File: src/rtl/cmp_pkg.sv
// Shared types and helpers for the threshold monitor: state encodings and the
// debounce counter width function.
package cmp_pkg;

   localparam int unsigned STATE_W = 3;

   typedef enum logic [STATE_W-1:0] {
      ST_IDLE    = 3'd0,
      ST_NORMAL  = 3'd1,
      ST_RISING  = 3'd2,
      ST_ALARM   = 3'd3,
      ST_FALLING = 3'd4
   } state_e;

   // Counter must hold 0..debounce inclusive.
   function automatic int unsigned cnt_w(input int unsigned debounce);
      return $clog2(debounce + 1);
   endfunction

endpackage

File: src/rtl/mag_compare.sv
// Combinational unsigned magnitude comparator of a against b.
module mag_compare #(
   parameter int unsigned WIDTH = 10
) (
   input  logic [WIDTH-1:0] a,
   input  logic [WIDTH-1:0] b,
   output logic             gte,
   output logic             lte,
   output logic             lt
);

   always_comb begin
      lt  = (a < b);
      lte = (a <= b);
      gte = ~lt;
   end

endmodule

File: src/rtl/cmp_threshold_monitor.sv
// Sample-stream threshold monitor: registered compare flags and a debounced
// hysteresis alarm. Define CMP_MINMAX_EN to enable running min/max tracking.
module cmp_threshold_monitor
   import cmp_pkg::*;
#(
   parameter int unsigned WIDTH    = 10,
   parameter int unsigned DEBOUNCE = 4
) (
   input  logic               clk,
   input  logic               rst_n,
   input  logic               in_valid,
   input  logic [WIDTH-1:0]   in_data,
   input  logic [WIDTH-1:0]   thr_hi,
   input  logic [WIDTH-1:0]   thr_lo,
   input  logic               clr,
   output logic               out_valid,
   output logic               gte,
   output logic               lte,
   output logic               lt,
   output logic               alarm,
   output logic [STATE_W-1:0] state,
   output logic [WIDTH-1:0]   min_val,
   output logic [WIDTH-1:0]   max_val
);

   localparam int unsigned CW = cnt_w(DEBOUNCE);
   localparam logic [CW-1:0] DEB_CNT = CW'(DEBOUNCE);

   logic          accept;
   logic          hi_gte, hi_lte, hi_lt;
   logic          lo_lt, unused_lo_gte, unused_lo_lte;
   state_e        state_q, state_d;
   logic [CW-1:0] cnt_q, cnt_d, cnt_inc;
   logic          alarm_q, alarm_d;
   logic          out_valid_q;
   logic [2:0]    flags_q;

   assign accept = in_valid & ~clr;

   mag_compare #(.WIDTH(WIDTH)) u_cmp_hi (
      .a   (in_data),
      .b   (thr_hi),
      .gte (hi_gte),
      .lte (hi_lte),
      .lt  (hi_lt)
   );

   mag_compare #(.WIDTH(WIDTH)) u_cmp_lo (
      .a   (in_data),
      .b   (thr_lo),
      .gte (unused_lo_gte),
      .lte (unused_lo_lte),
      .lt  (lo_lt)
   );

   assign cnt_inc = cnt_q + CW'(1);

   always_comb begin
      state_d = state_q;
      cnt_d   = cnt_q;
      if (clr) begin
         state_d = ST_IDLE;
         cnt_d   = '0;
      end else if (in_valid) begin
         case (state_q)
            ST_IDLE, ST_NORMAL: begin
               if (!hi_gte) begin
                  state_d = ST_NORMAL;
                  cnt_d   = '0;
               end else if (DEBOUNCE == 1) begin
                  state_d = ST_ALARM;
                  cnt_d   = '0;
               end else begin
                  state_d = ST_RISING;
                  cnt_d   = CW'(1);
               end
            end
            ST_RISING: begin
               if (!hi_gte) begin
                  state_d = ST_NORMAL;
                  cnt_d   = '0;
               end else if (cnt_inc == DEB_CNT) begin
                  state_d = ST_ALARM;
                  cnt_d   = '0;
               end else begin
                  cnt_d   = cnt_inc;
               end
            end
            ST_ALARM: begin
               if (lo_lt) begin
                  if (DEBOUNCE == 1) begin
                     state_d = ST_NORMAL;
                     cnt_d   = '0;
                  end else begin
                     state_d = ST_FALLING;
                     cnt_d   = CW'(1);
                  end
               end
            end
            ST_FALLING: begin
               if (!lo_lt) begin
                  state_d = ST_ALARM;
                  cnt_d   = '0;
               end else if (cnt_inc == DEB_CNT) begin
                  state_d = ST_NORMAL;
                  cnt_d   = '0;
               end else begin
                  cnt_d   = cnt_inc;
               end
            end
            default: begin
               state_d = ST_IDLE;
               cnt_d   = '0;
            end
         endcase
      end
      alarm_d = (state_d == ST_ALARM) || (state_d == ST_FALLING);
   end

   always_ff @(posedge clk or negedge rst_n) begin
      if (!rst_n) begin
         state_q     <= ST_IDLE;
         cnt_q       <= '0;
         alarm_q     <= 1'b0;
         out_valid_q <= 1'b0;
         flags_q     <= 3'b000;
      end else begin
         state_q     <= state_d;
         cnt_q       <= cnt_d;
         alarm_q     <= alarm_d;
         out_valid_q <= accept;
         if (accept) flags_q <= {hi_gte, hi_lte, hi_lt};
      end
   end

   assign out_valid      = out_valid_q;
   assign {gte, lte, lt} = flags_q;
   assign alarm          = alarm_q;
   assign state          = state_q;

`ifdef CMP_MINMAX_EN
   logic [WIDTH-1:0] min_q, max_q;

   always_ff @(posedge clk or negedge rst_n) begin
      if (!rst_n) begin
         min_q <= '1;
         max_q <= '0;
      end else if (clr) begin
         min_q <= '1;
         max_q <= '0;
      end else if (in_valid) begin
         if (in_data < min_q) min_q <= in_data;
         if (in_data > max_q) max_q <= in_data;
      end
   end

   assign min_val = min_q;
   assign max_val = max_q;
`else
   assign min_val = '0;
   assign max_val = '0;
`endif

endmodule

File: config.mk
export PLATFORM = sky130hd
export DESIGN_NAME = cmp_threshold_monitor
export DESIGN_NICKNAME = d
export VERILOG_FILES = /design/src/rtl/cmp_pkg.sv /design/src/rtl/mag_compare.sv /design/src/rtl/cmp_threshold_monitor.sv
export SDC_FILE = /design/constraint.sdc
export NUM_CORES = 1
export LEC_CHECK = 0
export BUFFER_PORTS_ARGS = -buffer_cell sky130_fd_sc_hd__buf_2
export CELL_PAD_IN_SITES_DETAIL_PLACEMENT = 1
export CELL_PAD_IN_SITES_GLOBAL_PLACEMENT = 1
export CORE_UTILIZATION = 33
export DETAILED_ROUTE_END_ITERATION = 7
export HOLD_SLACK_MARGIN = 0.02
export PLACE_DENSITY = 0.84
export SKIP_CTS_REPAIR_TIMING = 1
export SYNTH_ARGS = -nofsm -noshare
export SYNTH_HDL_FRONTEND = slang
export SYNTH_SLANG_ARGS = --single-unit
export TNS_END_PERCENT = 5
File: constraint.sdc
create_clock -name clk -period 2.1 [get_ports clk]
set_input_delay 0.105 -clock clk [delete_from_list [all_inputs] [get_ports clk]]
set_output_delay 0.105 -clock clk [all_outputs]
set_load 0.05 [all_outputs]
Yosys cells after proc, flatten, opt, wreduce, memory -nomap -nowiden
Cells that the tools add are included.
Cells by class
  reductions and logical operators: 5
  mux-type cells: 17
  eq/ne operators: 8
  bitwise operators: 3
  $add $sub $neg: 1
  magnitude comparators: 3
Operators by type and width (count)
  3-bit 2-to-1 mux: 13
  3-bit one-hot mux with 4 select lines: 2
  10-bit < comparator: 2
  10-bit less-or-equal comparator: 1
  3-bit by 2-bit == test with 1-bit output, second input constant: 3
  3-bit == test, second input constant: 3
  3-bit by 1-bit adder with 3-bit output, second input constant: 1
  3-bit by 1-bit == test with 1-bit output, second input constant: 1
  3-bit zero test: 1
  3-bit inequality test, second input constant: 1
  2-bit 2-to-1 mux: 1
  1-bit inverter: 2
  2-bit AND reduction: 1
  2-bit nonzero test: 1
  2-bit OR reduction: 1
  1-bit bitwise AND: 1
  1-bit logical OR: 1
  1-bit 2-to-1 mux: 1
Word-level totals
  output and inout bits: 28
  bits of input ports: 34
  register bits: 11
  logic and storage cells: 42

Depth between registers and ports, before layout
Gate-level depths: netlist of run 1.
  depth in word-level cells: 9
  gate-level depth with buffers: 9
  mapped depth without buffers: 9

By module
From an unflattened synthesis of run 1, not the netlist that was laid out.
Unflattened totals
  cell total of the unflattened synthesis: 164
  area total of the unflattened synthesis: 1391.3 sq um
Modules (own cells, without submodules)
  cmp_threshold_monitor: cells each 90, times used 1, area each 858.3 sq um, seq. area each 275.3 sq um
  mag_compare: cells each 37, times used 2, area each 266.5 sq um, seq. area each 0.0 sq um

Least setup slack after synthesis of run 1
No wires, ideal clock.
  kind: flip-flop to flip-flop
  start: reg state_q[0], in the netlist state[0]
  end: reg alarm_q, in the netlist alarm
  period minus slack after synthesis: 1.887 ns
  setup time: 0.129 ns
  path buffers: 1
  setup slack: 0.213 ns
  arrival time: 1.758 ns
  data required time: 1.971 ns
  stages on the path, launching flop included: 9
  path through: dfrtp_1 -> clkbuf_1 -> nand2_1 -> and3_1 -> a2bb2oi_1 -> o31ai_1 -> a31oi_1 -> or2_2 -> mux2i_1
On the way
  word-level cells in the longest chain between the ends: 7
  elaborated cells between the ends (all ways): 17
  classes of those cells: eq/ne (6); mux (8); reduce/logical (3)
Ends and longest elaborated chain
  from (decl): line cmp_threshold_monitor.sv:32  | state_e state_q, state_d;
  from (signal assigned): line cmp_threshold_monitor.sv:128  | state_q <= state_d;
  3-bit by 1-bit == test with 1-bit output (tied with other cells): line cmp_threshold_monitor.sv:65  | case (state_q)
  2-bit OR reduction (tied with other cells): line cmp_threshold_monitor.sv:65
  3-bit one-hot mux with 4 select lines: line cmp_threshold_monitor.sv:65
  3-bit 2-to-1 mux (*): line cmp_threshold_monitor.sv:64  | end else if (in_valid) begin
  3-bit 2-to-1 mux (*): line cmp_threshold_monitor.sv:61  | if (clr) begin
  3-bit by 2-bit == test with 1-bit output or 3-bit == test (tied branches): line cmp_threshold_monitor.sv:117  | alarm_d = (state_d == ST_ALARM) || (state_d == ST_FALLING);
  1-bit logical OR (*): line cmp_threshold_monitor.sv:117
  via alarm_d: line cmp_threshold_monitor.sv:34  | logic alarm_q, alarm_d;
  to (signal assigned): line cmp_threshold_monitor.sv:130  | alarm_q <= alarm_d;
  to (decl): line cmp_threshold_monitor.sv:34
The timed path passes the listed nets; every way through them passes the cells marked *.
A chain may end at the register's enable or synchronous reset.

Final worst setup path of run 1
  start: reg cnt_q[0]
  end: reg alarm_q, in the netlist alarm
On the way
  word-level cells in the longest chain between the ends: 9
  elaborated cells between the ends (all ways): 12
  classes of those cells: add/sub (1); eq/ne (3); mux (7); reduce/logical (1)
Ends and longest elaborated chain
  from (decl): line cmp_threshold_monitor.sv:33  | logic [CW-1:0] cnt_q, cnt_d, cnt_inc;
  from (signal assigned): line cmp_threshold_monitor.sv:129  | cnt_q <= cnt_d;
  3-bit by 1-bit adder with 3-bit output (*): line cmp_threshold_monitor.sv:56  | assign cnt_inc = cnt_q + CW'(1);
  3-bit == test (*): line cmp_threshold_monitor.sv:82, cmp_threshold_monitor.sv:104
  3-bit 2-to-1 mux, on equally long branches: line cmp_threshold_monitor.sv:104, cmp_threshold_monitor.sv:82
  3-bit 2-to-1 mux, on equally long branches: line cmp_threshold_monitor.sv:101, cmp_threshold_monitor.sv:79
  3-bit one-hot mux with 4 select lines (*): line cmp_threshold_monitor.sv:65
  3-bit 2-to-1 mux (*): line cmp_threshold_monitor.sv:64
  3-bit 2-to-1 mux (*): line cmp_threshold_monitor.sv:61
  3-bit by 2-bit == test with 1-bit output or 3-bit == test (tied branches): line cmp_threshold_monitor.sv:117
  1-bit logical OR (*): line cmp_threshold_monitor.sv:117
  via alarm_d: line cmp_threshold_monitor.sv:34
Marks and branches as above.

==> results of run 1 <==
sequential cells by signal, summed over array words and instances, names as in the netlist:
name       count
cnt_q          3
out_valid      1
alarm          1
flags_q        3
state          3
through the flow:
| step | util [%] | setup WS, ps | hold WS (ps) | instance area (sq um) |
|---|---|---|---|---|
| global placement | 41.27 | 121.4 | -18.12 | 1556 |
| CTS | 42.47 | 64.30 | -265.8 | 1602 |
| finish | 42.97 | 109.3 | 180.3 | 1620 |
| global route | 42.97 | 2.057 | 181.1 | 1620 |
| detailed placement | 41.27 | 81.44 | -16.30 | 1556 |
| floorplan | - | 212.8 | -190.6 | 1414 |
synth_stat cells (2+ instances only):
cell	n	area share [%]
sky130_fd_sc_hd__a211oi_1	2	1.1
sky130_fd_sc_hd__a21o_1	2	1.1
sky130_fd_sc_hd__a21oi_1	8	3.0
sky130_fd_sc_hd__a31oi_1	4	1.9
sky130_fd_sc_hd__a32o_1	2	1.5
sky130_fd_sc_hd__and3_1	2	0.93
sky130_fd_sc_hd__buf_2	2	0.75
sky130_fd_sc_hd__buf_4	20	11
sky130_fd_sc_hd__clkbuf_1	2	0.56
sky130_fd_sc_hd__dfrtp_1	11	21
sky130_fd_sc_hd__ha_1	21	20
sky130_fd_sc_hd__inv_1	24	6.7
sky130_fd_sc_hd__nand2_1	8	2.2
sky130_fd_sc_hd__nand2b_1	4	1.9
sky130_fd_sc_hd__nor2_1	10	2.8
sky130_fd_sc_hd__nor2b_1	3	1.4
sky130_fd_sc_hd__nor3b_1	4	2.2
sky130_fd_sc_hd__o211ai_1	2	1.1
sky130_fd_sc_hd__o21ai_0	5	1.9
sky130_fd_sc_hd__o21ai_1	3	1.1
sky130_fd_sc_hd__o22ai_1	2	0.93
sky130_fd_sc_hd__or3_1	2	0.93
power by group through the flow:
stage / Sequential [mW] / Clock (mW) / Combinational [mW]
global placement: 0.254 / 0 / 0.383
CTS: 0.252 / 0.213 / 0.393
detailed placement: 0.255 / 0 / 0.391
finish: 0.252 / 0.210 / 0.393
floorplan: 0.310 / 0 / 0.254
global route: 0.255 / 0.224 / 0.429
worst max-delay path, delay by kind of cell (launching register included):
family / cells / cell delay [ps]
and+or+nand+nor: 2 / 530
muxes: 1 / 130
xor gates and xnor gates: 1 / 160
DFF: 1 / 440
adders and majority gates: 1 / 260
AOI/OAI and AO/OA: 3 / 380
cell families after synthesis:
family,share of synthesized area [%]
simple gates,17.34
compound gates,20.88
mux,1.584
fa+ha+maj,19.57
xor+xnor,0.6525
flops,20.50
buf+inv,19.20
other cells,0.2793
metal layers:
layer  track usage, %  vias to the layer above  part of all wire [%]
met5                0                        -                     0
met4            4.891                        0                   2.1
met3            3.103                       14                   5.5
met2            29.08                       56                    49
met1            19.68                      616                    43
li1                 -                      640                     -
layout make-up:
cell class                 count  area share, %
multi-input combinational    127          54.90
sequential                    11          16.99
timing repair buffer          48          16.06
inverter                      24          5.560
tap                           48          3.707
clock buffer                   4          2.780
how the worst min path moves through the flow:
stage           from        end  slack, ps  cells after the start
6_report         clr   state[2]        180                      2
3_5_place_dp   rst_n  out_valid        -20                      1
5_1_grt          clr   state[2]        180                      2
3_3_place_gp   rst_n  out_valid        -20                      1
4_1_cts        rst_n  out_valid       -270                      1
2_1_floorplan  rst_n      alarm       -190                      0
==> flow_summary.toml, run 1 <==
[synth]
ys_seq_elements = 11
dominant_synthesized_flop_cell = "sky130_fd_sc_hd__dfrtp_1"
synthCells = 167
syn-mean-instance-area_sq_um = 8.039
ys_types = 46
synth-seq-area-share_pct = 20.50
synth-edff-count = 0
yosys_warnings = 0
asyncSetResetFlopFracSynth_pct = 100.0
synth.cell_area_sq_um = 1343

[critical_path]
critical_path.max_fanout = 5
r2r_start = "cnt_q[0]"
reg2regPathDepth = 8
timing.critical_path.arrival_ps = 2150
crit_path_max_incr_delay_ps = 440
cp-end-kind = "register"
critical-path-slowest-cell = "sky130_fd_sc_hd__dfrtp_1"
timing.critical_path.to = "alarm"
endpoint_of_the_worst_slack_reg_to_reg_timing_path = "alarm"
critPathKind = "register to register"
crit_start = "cnt_q[0]"
worstPathCellList = "ha_1, xnor2_1, nor2_2, o21ai_0, o211ai_1, a31oi_1, or2_2, mux2i_1"
critPathLaunchType = "register"
r2r_slack_ps = 110
worst-endpoint-required_ps = 2260

[final_layout]
seqCellArea_sq_um = 275.3
leading_cell_types_in_the_layout_fill_and_taps_excluded = "41 x sky130_fd_sc_hd__buf_2, 24 x sky130_fd_sc_hd__inv_1, 21 x sky130_fd_sc_hd__ha_1, 20 x sky130_fd_sc_hd__conb_1, 11 x sky130_fd_sc_hd__dfrtp_1"
layout-drive-gt1-share_pct = 26.64
n_fill_cell = 493
layoutNonFillerInstCount = 262
synthToLayoutAreaGrowth_pct = 20.69
insertedDiodeCount = 0
layout_commonest_cell = "sky130_fd_sc_hd__buf_2"
nNetsFinal = 270
multi_input_comb_area_sq_um = 889.6

[power_and_ir_drop]
report.power.total_uw = 855.2
total_leakage_power_nw = 0.8855
p_clk_share_pct = 24.5
seq_power_share_pct = 29.5
power_switching_uw = 365.1
p_sw_share_pct = 42.69
comb_power_share_pct = 46.0
max-vdd-ir-drop_uv = 196.4
power_density_nw_per_um2 = 527.8
cell_internal_power_dissipation_uw = 490.1

[timing]
setup_tns_ps = 0
final_hold_viol_count = 0
share_of_the_clock_period_used_by_the_worst_path_pct = 94.80
maxSlewViolCount = 0
timing.clock.skew_ps = 0.7498
grt_setup_unrepaired = "no"
layout_min_cycle_time_ps = 1991
maximum_frequency_from_static_timing_analysis_mhz = 502.3
timing.final.setup_violations = 0

[hold_path]
min_path_type = "input pin to register"

[placement]
buffer_ports.inserted = 41
dpl.cell_count = 257
detailed_placer_s_ending_hpwl_mm = 2.897
routability_driven_placement_congestion_ratio = 0.8458

[route]
via_per_inst = 5.061
drc = 0
first_iter_violations = 39
avgRoutedWirePerCell_um = 12.81
firstDrtPassIters = 4
vias = 1326
routed_wl_mm = 3.356
antenna_violating_nets_left = 0

[grt]
grt_pass1_wl_mm = 5.492
grtUsageTotal_pct = 16.37
first_global_vias = 1274
grt_remaining_overflow = 0
pin_count_of_the_biggest_net_entering_global_routing = 12
grt_antenna_before_repair = 0

[clock_tree]
cts_htree_levels = 1
cts-root-buf = "sky130_fd_sc_hd__clkbuf_8"
tritoncts = "yes"
clkTransAtPathRegs_ps = 50
clk_path_buf_depth = 2
cts_num_sinks = 11
cts-buffers-inserted = 3
worstSkewPairLatency_ps = 230

[floorplan]
fp_rows = 22
core_sq_um = 3771
die-width_um = 65.79
floorplan.die.height_um = 65.79
ios = 62
die_area_sq_um = 4328
initial_core_util_pct = 35.60

[run_status]
status = "completed"

[job]
max_cap_viol_count = 0
No activity file was read; power rests on OpenSTA's default activity.
==> inputs of run 2 (changes only) <==
PLACE_DENSITY = 0.86   (was 0.84)
==> flow_summary.toml, run 2 (synthesis gave the netlist of run 1 again) <==
[run_status]
status = "completed"

[grt]
first_global_vias = 1232
grt_pass1_wl_mm = 5.471
grt_antenna_before_repair = 0
grt_remaining_overflow = 0
grtUsageTotal_pct = 15.92
pin_count_of_the_biggest_net_entering_global_routing = 14

[route]
met1_length_mm = 1.397
antenna_violating_nets_left = 0
dr_wl_met2_mm = 1.602
routed_wl_mm = 3.165
via_per_inst = 4.839
vias = 1263
first_iter_violations = 30
dr_top_layer = "met3"
drc = 0
detailroute.wirelength.met3_um = 165
firstDrtPassIters = 4
avgRoutedWirePerCell_um = 12.13

[clock_tree]
cts-root-buf = "sky130_fd_sc_hd__clkbuf_8"
cts_htree_levels = 1
cts_num_sinks = 11
tritoncts = "yes"
clkTransAtPathRegs_ps = 60
cts-buffers-inserted = 3
clk_path_buf_depth = 2
worstSkewPairLatency_ps = 240

[final_layout]
leading_cell_types_in_the_layout_fill_and_taps_excluded = "41 x sky130_fd_sc_hd__buf_2, 24 x sky130_fd_sc_hd__inv_1, 21 x sky130_fd_sc_hd__ha_1, 20 x sky130_fd_sc_hd__conb_1, 11 x sky130_fd_sc_hd__dfrtp_1"
finalInstanceArea_sq_um = 1614
nNetsFinal = 269
seqCellArea_sq_um = 275.3
insertedDiodeCount = 0
layoutNonFillerInstCount = 261
layout_commonest_cell = "sky130_fd_sc_hd__buf_2"
n_fill_cell = 489
synthToLayoutAreaGrowth_pct = 20.22
layout-drive-gt1-share_pct = 26.76
multi_input_comb_area_sq_um = 889.6

[timing]
grt_setup_unrepaired = "no"
setup_tns_ps = 0
maximum_frequency_from_static_timing_analysis_mhz = 532.5
maxSlewViolCount = 0
timing.final.setup_violations = 0
share_of_the_clock_period_used_by_the_worst_path_pct = 89.42
layout_min_cycle_time_ps = 1878
final_hold_viol_count = 0
timing.clock.skew_ps = 8.642

[critical_path]
critPathLaunchType = "register"
timing.critical_path.arrival_ps = 2040
worst-endpoint-required_ps = 2260
timing.critical_path.to = "alarm"
crit_start = "cnt_q[1]"
endpoint_of_the_worst_slack_reg_to_reg_timing_path = "alarm"
r2r_start = "cnt_q[1]"
reg2regPathDepth = 8
cp-end-kind = "register"
critical_path.max_fanout = 4
r2r_slack_ps = 220
critPathKind = "register to register"

[power_and_ir_drop]
cell_internal_power_dissipation_uw = 485.7
p_clk_share_pct = 24.9
power_switching_uw = 366.5
seq_power_share_pct = 29.9
total_leakage_power_nw = 0.8821
power_density_nw_per_um2 = 528.0
max-vdd-ir-drop_uv = 232.5
comb_power_share_pct = 45.2
p_sw_share_pct = 43.01

[floorplan]
ios = 62
die-width_um = 65.79
floorplan.die.height_um = 65.79
fp_rows = 22
core_sq_um = 3771
die_area_sq_um = 4328
initial_core_util_pct = 35.60

[placement]
dpl.cell_count = 256
buffer_ports.inserted = 41
routability_driven_placement_congestion_ratio = 0.8056
detailed_place.area_sq_um = 1549
detailed_placer_s_ending_hpwl_mm = 2.801

[hold_path]
min_path_type = "input pin to register"

[job]
max_cap_viol_count = 0
-- run 2: metrics by stage --
step	setup WS [ps]	hold WS, ps	utilization (%)	power [mW]
6_report	222.2	148.8	42.80	0.8522
5_1_grt	20.82	149.8	42.80	0.9040
4_1_cts	110.1	-270.4	42.30	0.8581
3_5_place_dp	71.37	-9.423	41.08	0.6425
3_3_place_gp	131.5	-14.44	41.08	0.6329
2_1_floorplan	212.8	-190.6	-	0.5639
-- run 2: area by class of cell --
type	count	share of cell area, %
clock buffers	3	2.558
flip-flops and latches	11	17.05
clock inverters	1	0.3101
inverters	24	5.581
repair buffers	47	15.66
multi-input cells	127	55.12
well taps	48	3.721
-- run 2: worst min path at each step --
stage	start	to	depth (start not counted)
finish	clr	state[2]	2
global placement	rst_n	state[0]	1
detailed placement	rst_n	state[0]	1
CTS	rst_n	cnt_q[2]	1
floorplan	rst_n	alarm	0
global route	clr	state[2]	2
-- run 2: power by group through the flow --
stage	clock, mW	sequential [mW]	combinational, mW
CTS	0.217	0.254	0.387
global route	0.224	0.258	0.422
global placement	0	0.256	0.377
finish	0.212	0.255	0.385
detailed placement	0	0.257	0.385
floorplan	0	0.310	0.254
-- run 2: worst max-delay path: stages, from the launching register on --
cell and delay [ps]:
sky130_fd_sc_hd__dfrtp_1 400, sky130_fd_sc_hd__ha_1 220, sky130_fd_sc_hd__xnor2_1 150, sky130_fd_sc_hd__nor2_2 190, sky130_fd_sc_hd__o21ai_0 110, sky130_fd_sc_hd__o211ai_1 130
sky130_fd_sc_hd__a31oi_1 160, sky130_fd_sc_hd__or2_2 320, sky130_fd_sc_hd__mux2i_1 120
-- run 2: per-layer routing --
layer,vias to the layer above,GRT usage [%]
met2,34,28.57
met3,0,3.448
li1,637,-
met1,592,20.17
met5,-,0
met4,0,0.8152
